[src/rtl/alu_serial_pkg.sv]
// Shared opcode constants, FSM state encoding and a small opcode helper
// used by the serial ALU and its slice.
package alu_serial_pkg;

    localparam logic [2:0] OP_ADD  = 3'b000;
    localparam logic [2:0] OP_SUB  = 3'b001;
    localparam logic [2:0] OP_XOR  = 3'b010;
    localparam logic [2:0] OP_SLT  = 3'b011;
    localparam logic [2:0] OP_AND  = 3'b100;
    localparam logic [2:0] OP_NAND = 3'b101;
    localparam logic [2:0] OP_NOR  = 3'b110;
    localparam logic [2:0] OP_OR   = 3'b111;

    typedef enum logic [1:0] {
        IDLE = 2'd0,
        BUSY = 2'd1,
        DONE = 2'd2
    } state_t;

    // SUB and SLT both compute a + ~b + 1
    function automatic logic op_inverts_b(input logic [2:0] op);
        return (op == OP_SUB) || (op == OP_SLT);
    endfunction

endpackage

[src/rtl/alu_serial_slice.sv]
// Combinational SLICE-bit ALU slice: adder with optional B inversion plus
// the bitwise logic ops. Also reports the carry into the slice MSB.
module alu_slice
    import alu_serial_pkg::*;
#(
    parameter int SLICE = 4
) (
    input  logic [SLICE-1:0] a,
    input  logic [SLICE-1:0] b,
    input  logic             cin,
    input  logic [2:0]       op,
    output logic [SLICE-1:0] res,
    output logic             cout,
    output logic             cmsb
);

    logic [SLICE-1:0] bx_s;
    logic [SLICE:0]   sum_s;

    // Adder, MSB carry recovery and op select
    always_comb begin
        bx_s  = op_inverts_b(op) ? ~b : b;
        sum_s = {1'b0, a} + {1'b0, bx_s} + {{SLICE{1'b0}}, cin};
        cout  = sum_s[SLICE];
        // sum bit = a ^ b ^ carry-in, so the MSB carry-in falls out by XOR
        cmsb  = sum_s[SLICE-1] ^ a[SLICE-1] ^ bx_s[SLICE-1];
        case (op)
            OP_ADD, OP_SUB, OP_SLT: res = sum_s[SLICE-1:0];
            OP_XOR:                 res = a ^ b;
            OP_AND:                 res = a & b;
            OP_NAND:                res = ~(a & b);
            OP_NOR:                 res = ~(a | b);
            OP_OR:                  res = a | b;
            default:                res = {SLICE{1'b0}};
        endcase
    end

endmodule

[src/rtl/alu_serial.sv]
// Multi-cycle serial ALU: processes SLICE bits per clock, LSB slice first,
// with ready/valid handshakes and carry/overflow/zero flags.
module alu_serial
    import alu_serial_pkg::*;
#(
    parameter int WIDTH = 32,
    parameter int SLICE = 4
) (
    input  logic             clk,
    input  logic             reset,
    input  logic             in_valid,
    output logic             in_ready,
    input  logic [WIDTH-1:0] a,
    input  logic [WIDTH-1:0] b,
    input  logic [2:0]       op,
    output logic             out_valid,
    input  logic             out_ready,
    output logic [WIDTH-1:0] result,
    output logic             carry,
    output logic             overflow,
    output logic             zero
);

    localparam int N  = WIDTH / SLICE;
    localparam int KW = (N > 1) ? $clog2(N) : 1;

    state_t           state_r, state_nx_s;
    logic [WIDTH-1:0] a_sh_r, b_sh_r, result_r, shift_s, final_s;
    logic [2:0]       op_r;
    logic             cy_r, carry_r, overflow_r, zero_r;
    logic [KW-1:0]    k_r;
    logic             last_s;
    logic [SLICE-1:0] slice_res_s;
    logic             cout_s, cmsb_s;
    logic             carry_f_s, ovf_f_s, zero_f_s;

    alu_slice #(.SLICE(SLICE)) u_slice (
        .a    (a_sh_r[SLICE-1:0]),
        .b    (b_sh_r[SLICE-1:0]),
        .cin  (cy_r),
        .op   (op_r),
        .res  (slice_res_s),
        .cout (cout_s),
        .cmsb (cmsb_s)
    );

    assign last_s = (k_r == KW'(N - 1));

    // New slice enters at the top of the result register, older bits move down
    if (N > 1) begin : g_shift
        assign shift_s = {slice_res_s, result_r[WIDTH-1:SLICE]};
    end else begin : g_single
        assign shift_s = slice_res_s;
    end

    // State register
    always_ff @(posedge clk) begin
        if (reset) begin
            state_r <= IDLE;
        end else begin
            state_r <= state_nx_s;
        end
    end

    // Next-state logic
    always_comb begin
        state_nx_s = state_r;
        case (state_r)
            IDLE:    state_nx_s = in_valid  ? BUSY : IDLE;
            BUSY:    state_nx_s = last_s    ? DONE : BUSY;
            DONE:    state_nx_s = out_ready ? IDLE : DONE;
            default: state_nx_s = IDLE;
        endcase
    end

    // Handshake outputs decoded from the state register
    always_comb begin
        in_ready  = 1'b0;
        out_valid = 1'b0;
        case (state_r)
            IDLE:    in_ready  = 1'b1;
            DONE:    out_valid = 1'b1;
            default: in_ready  = 1'b0;
        endcase
    end

    // Final result and flags, meaningful on the last slice only
    always_comb begin
        final_s   = shift_s;
        carry_f_s = 1'b0;
        ovf_f_s   = 1'b0;
        case (op_r)
            OP_ADD, OP_SUB: begin
                carry_f_s = cout_s;
                ovf_f_s   = cmsb_s ^ cout_s;
            end
            OP_SLT: begin
                carry_f_s = cout_s;
                final_s   = {{(WIDTH-1){1'b0}}, slice_res_s[SLICE-1] ^ cmsb_s ^ cout_s};
            end
            default: carry_f_s = 1'b0;
        endcase
        zero_f_s = (final_s == {WIDTH{1'b0}});
    end

    // Operand shifters, slice counter, carry chain and output registers
    always_ff @(posedge clk) begin
        if (reset) begin
            a_sh_r     <= {WIDTH{1'b0}};
            b_sh_r     <= {WIDTH{1'b0}};
            op_r       <= OP_ADD;
            cy_r       <= 1'b0;
            k_r        <= {KW{1'b0}};
            result_r   <= {WIDTH{1'b0}};
            carry_r    <= 1'b0;
            overflow_r <= 1'b0;
            zero_r     <= 1'b0;
        end else begin
            case (state_r)
                IDLE: begin
                    if (in_valid) begin
                        a_sh_r <= a;
                        b_sh_r <= b;
                        op_r   <= op;
                        cy_r   <= op_inverts_b(op);
                        k_r    <= {KW{1'b0}};
                    end
                end
                BUSY: begin
                    a_sh_r <= a_sh_r >> SLICE;
                    b_sh_r <= b_sh_r >> SLICE;
                    cy_r   <= cout_s;
                    k_r    <= k_r + KW'(1);
                    if (last_s) begin
                        result_r   <= final_s;
                        carry_r    <= carry_f_s;
                        overflow_r <= ovf_f_s;
                        zero_r     <= zero_f_s;
                    end else begin
                        result_r   <= shift_s;
                    end
                end
                default: begin
                    result_r <= result_r;
                end
            endcase
        end
    end

    assign result   = result_r;
    assign carry    = carry_r;
    assign overflow = overflow_r;
    assign zero     = zero_r;

endmodule

[config.mk]
export PLATFORM = sky130hd
export DESIGN_NAME = alu_serial
export DESIGN_NICKNAME = d
export VERILOG_FILES = /design/src/rtl/alu_serial_pkg.sv /design/src/rtl/alu_serial_slice.sv /design/src/rtl/alu_serial.sv
export SDC_FILE = /design/constraint.sdc
export NUM_CORES = 1
export LEC_CHECK = 0
export ABC_AREA = 1
export BUFFER_PORTS_ARGS = -buffer_cell sky130_fd_sc_hd__buf_2
export CORE_MARGIN = 3
export CORE_UTILIZATION = 59
export DETAILED_ROUTE_END_ITERATION = 10
export GPL_ROUTABILITY_DRIVEN = 1
export HOLD_SLACK_MARGIN = 0.15
export PLACE_DENSITY = 0.87
export SYNTH_ARGS = -nofsm -noshare
export SYNTH_HDL_FRONTEND = slang
export SYNTH_HIERARCHICAL = 1
export SYNTH_SLANG_ARGS = --single-unit
[constraint.sdc]
create_clock -name clk -period 4 [get_ports clk]
set_input_delay 0.6 -clock clk [delete_from_list [all_inputs] [get_ports clk]]
set_output_delay 0.6 -clock clk [all_outputs]
set_load 0.05 [all_outputs]
# Word-level counts from Yosys, hierarchy flattened
# Index checks and enable logic that the tools add are counted.
# op_classes
n_mux,20
n_addsub,3
eq_ne,13
n_reduce_logical,11
n_bitwise,11
# op_table
operator,count
32-bit two-way mux,4
32-bit one-hot mux with 2 select lines,2
32-bit logical NOT,1
4-bit one-hot mux with 6 select lines,1
3-bit == test (second input constant),5
4-bit NOT,3
3-bit by 2-bit == test with 1-bit output (second input constant),3
3-bit by 1-bit == test with 1-bit output (second input constant),2
1-bit two-way mux,6
2-bit one-hot mux with 3 select lines,1
3-bit one-hot mux with 2 select lines,1
2-bit AND reduction,3
4-bit by 4-bit adder with 5-bit output,1
5-bit by 1-bit adder with 5-bit output,1
1-bit bitwise XOR,5
4-bit AND,1
2-bit two-way mux,2
4-bit two-way mux,1
4-bit bitwise OR,1
4-bit bitwise XOR,1
3-bit by 1-bit adder with 3-bit output (second input constant),1
3-bit logical NOT,1
3-bit two-way mux,1
3-bit OR reduction,1
8 further kinds,9
# word_totals
inputBits,71
regBits,108
wordCells,68
out_inout_bits,37

# Longest topological paths before layout
# depth
ltp_word,11
mapped_depth,18
ltp_nobuf,18

# Cells and area by module
# Netlist, hierarchy kept.
# by_module_without_submodules
mod,cells_each,area_per_inst_um2,seq_area_each_um2,n_inst
alu_serial,656,4695.8,2162.1,1
alu_slice,91,570.5,0.0,1

# Least setup slack after synthesis
# No wires, ideal clock.
# synth_path
path_type,register -> register
start,reg op_r[2]
end,"reg zero_r, in the netlist zero"
t_arrival_ps,2301
path_buffers,0
synth_period_minus_slack_ps,2419
setup_ps,118
path_slack_ps,1581
stages_incl_launch_ff,16
required_time_ps,3882
cell_sequence,dfxtp_1 -> inv_2 -> nand2_4 -> xor2_1 -> fa_1 -> inv_1 -> fa_1 -> a21oi_1 -> o21bai_1 -> or2_2 -> nand2_1 -> nand2_1 -> nand3_1 -> nand2_1 -> nor2_1 -> nor2_1
# synth_between
word_cells_on_any_way,20
classes_between,2 x add/sub; 7 x eq/ne; 3 x mux; 4 x bitwise; 4 x reduce/logical
# synth_lines
item,line,text
"start, declared",alu_serial.sv:29,logic [2:0] op_r;
"start signal, assigned",alu_serial.sv:124,op_r <= op;
3-bit by 1-bit == test with 1-bit output or 3-bit by 2-bit == test with 1-bit output (tied branches),alu_serial_pkg.sv:22,return (op == OP_SUB) || (op == OP_SLT);
1-bit logical OR (*),alu_serial_pkg.sv:22,
4-bit two-way mux (*),alu_serial_slice.sv:22,bx_s = op_inverts_b(op) ? ~b : b;
4-bit by 4-bit adder with 5-bit output (*),alu_serial_slice.sv:23,"sum_s = {1'b0, a} + {1'b0, bx_s} + {{SLICE{1'b0}}, cin};"
5-bit by 1-bit adder with 5-bit output (*),alu_serial_slice.sv:23,
via cout_s,alu_serial.sv:34,"logic cout_s, cmsb_s;"
1-bit bitwise XOR (*),alu_serial.sv:99,"final_s = {{(WIDTH-1){1'b0}}, slice_res_s[SLICE-1] ^ cmsb_s ^ cout_s};"
32-bit two-way mux (*),alu_serial.sv:92,case (op_r)
32-bit logical NOT (*),alu_serial.sv:103,zero_f_s = (final_s == {WIDTH{1'b0}});
"end signal, assigned",alu_serial.sv:138,zero_r <= zero_f_s;
"end, declared",alu_serial.sv:30,"logic cy_r, carry_r, overflow_r, zero_r;"
# The timed path passes the listed nets; every way through them passes the cells marked *.
# A chain may end at the register's enable or synchronous reset.

# Worst setup path after layout
# layout_path
start,reg op_r[2]
end,"reg zero_r, in the netlist zero"
# layout_between
elab_chain_cells,11
word_cells_on_any_way,20
classes_between,2 x add/sub; 7 x eq/ne; 3 x mux; 4 x bitwise; 4 x reduce/logical
# layout_lines
item,line,text
3-bit by 1-bit == test with 1-bit output or 3-bit by 2-bit == test with 1-bit output (tied branches),alu_serial_pkg.sv:22,
1-bit logical OR (*),alu_serial_pkg.sv:22,
4-bit two-way mux (*),alu_serial_slice.sv:22,
4-bit by 4-bit adder with 5-bit output,alu_serial_slice.sv:23,
5-bit by 1-bit adder with 5-bit output,alu_serial_slice.sv:23,
1-bit bitwise XOR,alu_serial_slice.sv:26,cmsb = sum_s[SLICE-1] ^ a[SLICE-1] ^ bx_s[SLICE-1];
1-bit bitwise XOR (*),alu_serial_slice.sv:26,
via cmsb_s,alu_serial.sv:34,
1-bit bitwise XOR (*) (2 in a row),alu_serial.sv:99,
32-bit two-way mux (*),alu_serial.sv:92,
32-bit logical NOT (*),alu_serial.sv:103,
# Marked as above.

==> metrics <==
pwr dens roughly 430 mW/mm²; CTS tree done; CTS clk-pin slew, worst paths ~110 ps; Synth Cell Area between 0.005 and 0.006 mm²; initial antenna violation count 0; total grt overflow 0; vias in the first global route between 4k and 5k; Fin Setup TNS 0 ps; switching portion of total power approximately 34%; Setup Skew 10.9 ps; Leak between 0.002 and 0.003 µW; Core Util, Final a little over two thirds; remaining antenna violation count after routing 0; Initial DRC Count roughly 220; DR vias/cell ~5.4; FP Rows 33; Worst Setup End Kind flip-flop; fin crit share 68.2%; Layout Nets 908; Post-CTS Hold Buffers 0; Synth Area per Inst 7.05 µm²; share of layout cells above drive strength 1 around 18%; Starting Density approximately 63%; CP Class flip-flop to flip-flop; die width between 100 and 150 µm; commonest cells after routing, fill and taps aside 167 x nand2_1, 110 x a21oi_1, 108 x dfxtp_1, 107 x buf_2, 105 x o21ai_0; number of CTS-inserted buffers 9; Worst EP arrival roughly 3000 ps; TritonRoute pass-1 iters 6; synth-to-layout area growth 12.3%; RSZ-0062 raised after global routing false; htree depth 3; final hold vios 0; largest fanout on the critical path 8; Worst Setup Start Kind flip-flop; PostCTS Resize Cnt 0; internal power ~1700 µW; Global Route Usage Sum roughly a quarter; post-synth cell types 36; post-synth top area cell dfxtp_1; Setup Buffers After CTS 0; Sw Pwr approximately 870 µW; cells after synthesis ~750; Post-Route WL between 10,000 and 15,000 µm; largest cells by area after synthesis dfxtp_1 41%, nand2_1 12%, a21oi_1 10%, o21ai_0 10%, inv_1 5.6%; Sequential Power Share 48.2%; power consumption 2550 µW; placer's final routability congestion estimate approximately 0.93; fin. max-slew vios 0; clk_lat worst skew 370 ps; syn nets roughly 830; DRC viols 0; Post-synth EDFFs 0; Fillers 730; routed vias roughly 5.0k; I/O Pins 108; Die H 100 µm; worst-margin pin slew approximately 1100 ps; Finished Layout Cells a little over 900; # diodes 0; commonest non-fill, non-tap cell in the layout nand2_1; Seq/Total Area, Yosys between 40% and 50%; Hold Path Class flip-flop to flip-flop; CP required around 4300 ps; post-layout minimum cycle time 2730 ps; Top FF cell, synth dfxtp_1; first-pass GRT wire length between 20,000 and 25,000 µm; Core ar. 0.00842 mm²; Root Driver clkbuf_8; Clock power frac roughly 28%; max frequency approximately 0.37 GHz; die area slightly above 0.01 mm²; clock tree buffer depth 2; Slew HR between 20% and 30%; clk sinks between 100 and 150; routed length per placed instance 13.4 µm; Ys Warns 6; largest net degree at the start of global routing 117; dpl cells 916; Final setup viols 0; DP HPWL just under 9000 µm; Comb power frac 23.8%; post-synthesis register bit count roughly 110; Post-synth ARST share 0%; outcome finished clean; top cell type's share of synthesized area about two fifths; PortBufs between 100 and 150; peak supply drop about 230 µV; MaxCap Viol Count 0
-- critical path, stage by stage (launching register included) --
cell,delay [ps]
dfxtp_1,500
inv_2,100
nand2_4,110
xor2_1,170
ha_1,290
a21oi_1,240
nand2_1,120
nand2_1,120
nand3_1,100
nand3_1,100
nand2_1,70
or2_2,320
nand2_1,60
nand2_1,50
nand3_1,90
nand2_1,60
nor2_1,100
nor2_1,40
-- state kept, by name, summed over array words and instances, names as in the netlist --
| register | count |
|---|---|
| carry | 1 |
| result | 32 |
| state_r | 2 |
| zero | 1 |
| op_r | 3 |
| cy_r | 1 |
| k_r | 3 |
| a_sh_r | 32 |
| b_sh_r | 32 |
| overflow | 1 |
-- power by group through the flow --
stage	Clock, µW	Sequential, µW	Combinational, µW
after floorplan	0	1340	383
after global placement	0	1250	580
after detailed placement	0	1250	602
after CTS	726	1230	605
after global routing	764	1240	684
final	714	1230	608
-- cell families (layout without fill, tap and decap cells) --
| logic type | Yosys count | in the layout | share of synthesized area [%] |
|---|---|---|---|
| compound gates | 251 | 251 | 24.4 |
| xor+xnor | 5 | 5 | 0.974 |
| fa+ha+maj | 15 | 15 | 3.85 |
| buf+inv | 131 | 211 | 11.1 |
| flops | 108 | 108 | 41.1 |
| mux | 1 | 1 | 0.190 |
| simple gates | 236 | 236 | 18.4 |
-- layout make-up --
class	instances	area [µm²]	area share [%]
Tap cell	105	131	2.22
Multi-Input combinational cell	508	2520	42.6
Inverter	85	324	5.48
Clock inverter	6	77.6	1.31
Clock buffer	10	138	2.33
Timing Repair Buffer	110	558	9.44
Sequential cell	108	2160	36.6
-- metrics by stage --
stage          instance area, µm²  hold slack [ps]  setup slack, ps
3_5_place_dp                 5700              442             1330
5_1_grt                      5910              459              980
3_3_place_gp                 5700              434             1490
2_1_floorplan                5270              425             1580
4_1_cts                      5910              455             1320
6_report                     5910              455             1270
-- worst paths after layout --
path / endpoint / start / slack, ps / cells after the start
setup / recovery: zero / op_r[2] / 1270 / 17
hold / removal: b_sh_r[10] / b_sh_r[10] / 460 / 2
setup reg to reg: zero / op_r[2] / 1270 / 17
hold reg to reg: b_sh_r[10] / b_sh_r[10] / 460 / 2
-- metal layers --
metal,vias up,track usage (%),share of wire (%)
met1,2260,33.7,44
met4,0,6.94,1.3
li1,2577,-,-
met5,-,0,0
met2,146,42.4,48
met3,19,4.84,6.1
-- synthesized netlist by cell type (2+ instances only) --
master	count
inv_4	2
a21oi_1	110
o21ai_1	26
nand2_1	167
xor2_1	3
nand2_2	2
a211oi_1	5
o21ai_0	105
nand3_1	21
dfxtp_1	108
inv_1	78
ha_1	13
buf_6	6
nand2_4	2
buf_4	5
clkbuf_1	16
nor2_2	3
buf_2	18
nor2_1	36
inv_2	4
fa_1	2
Power figures use the tool's default switching activity.
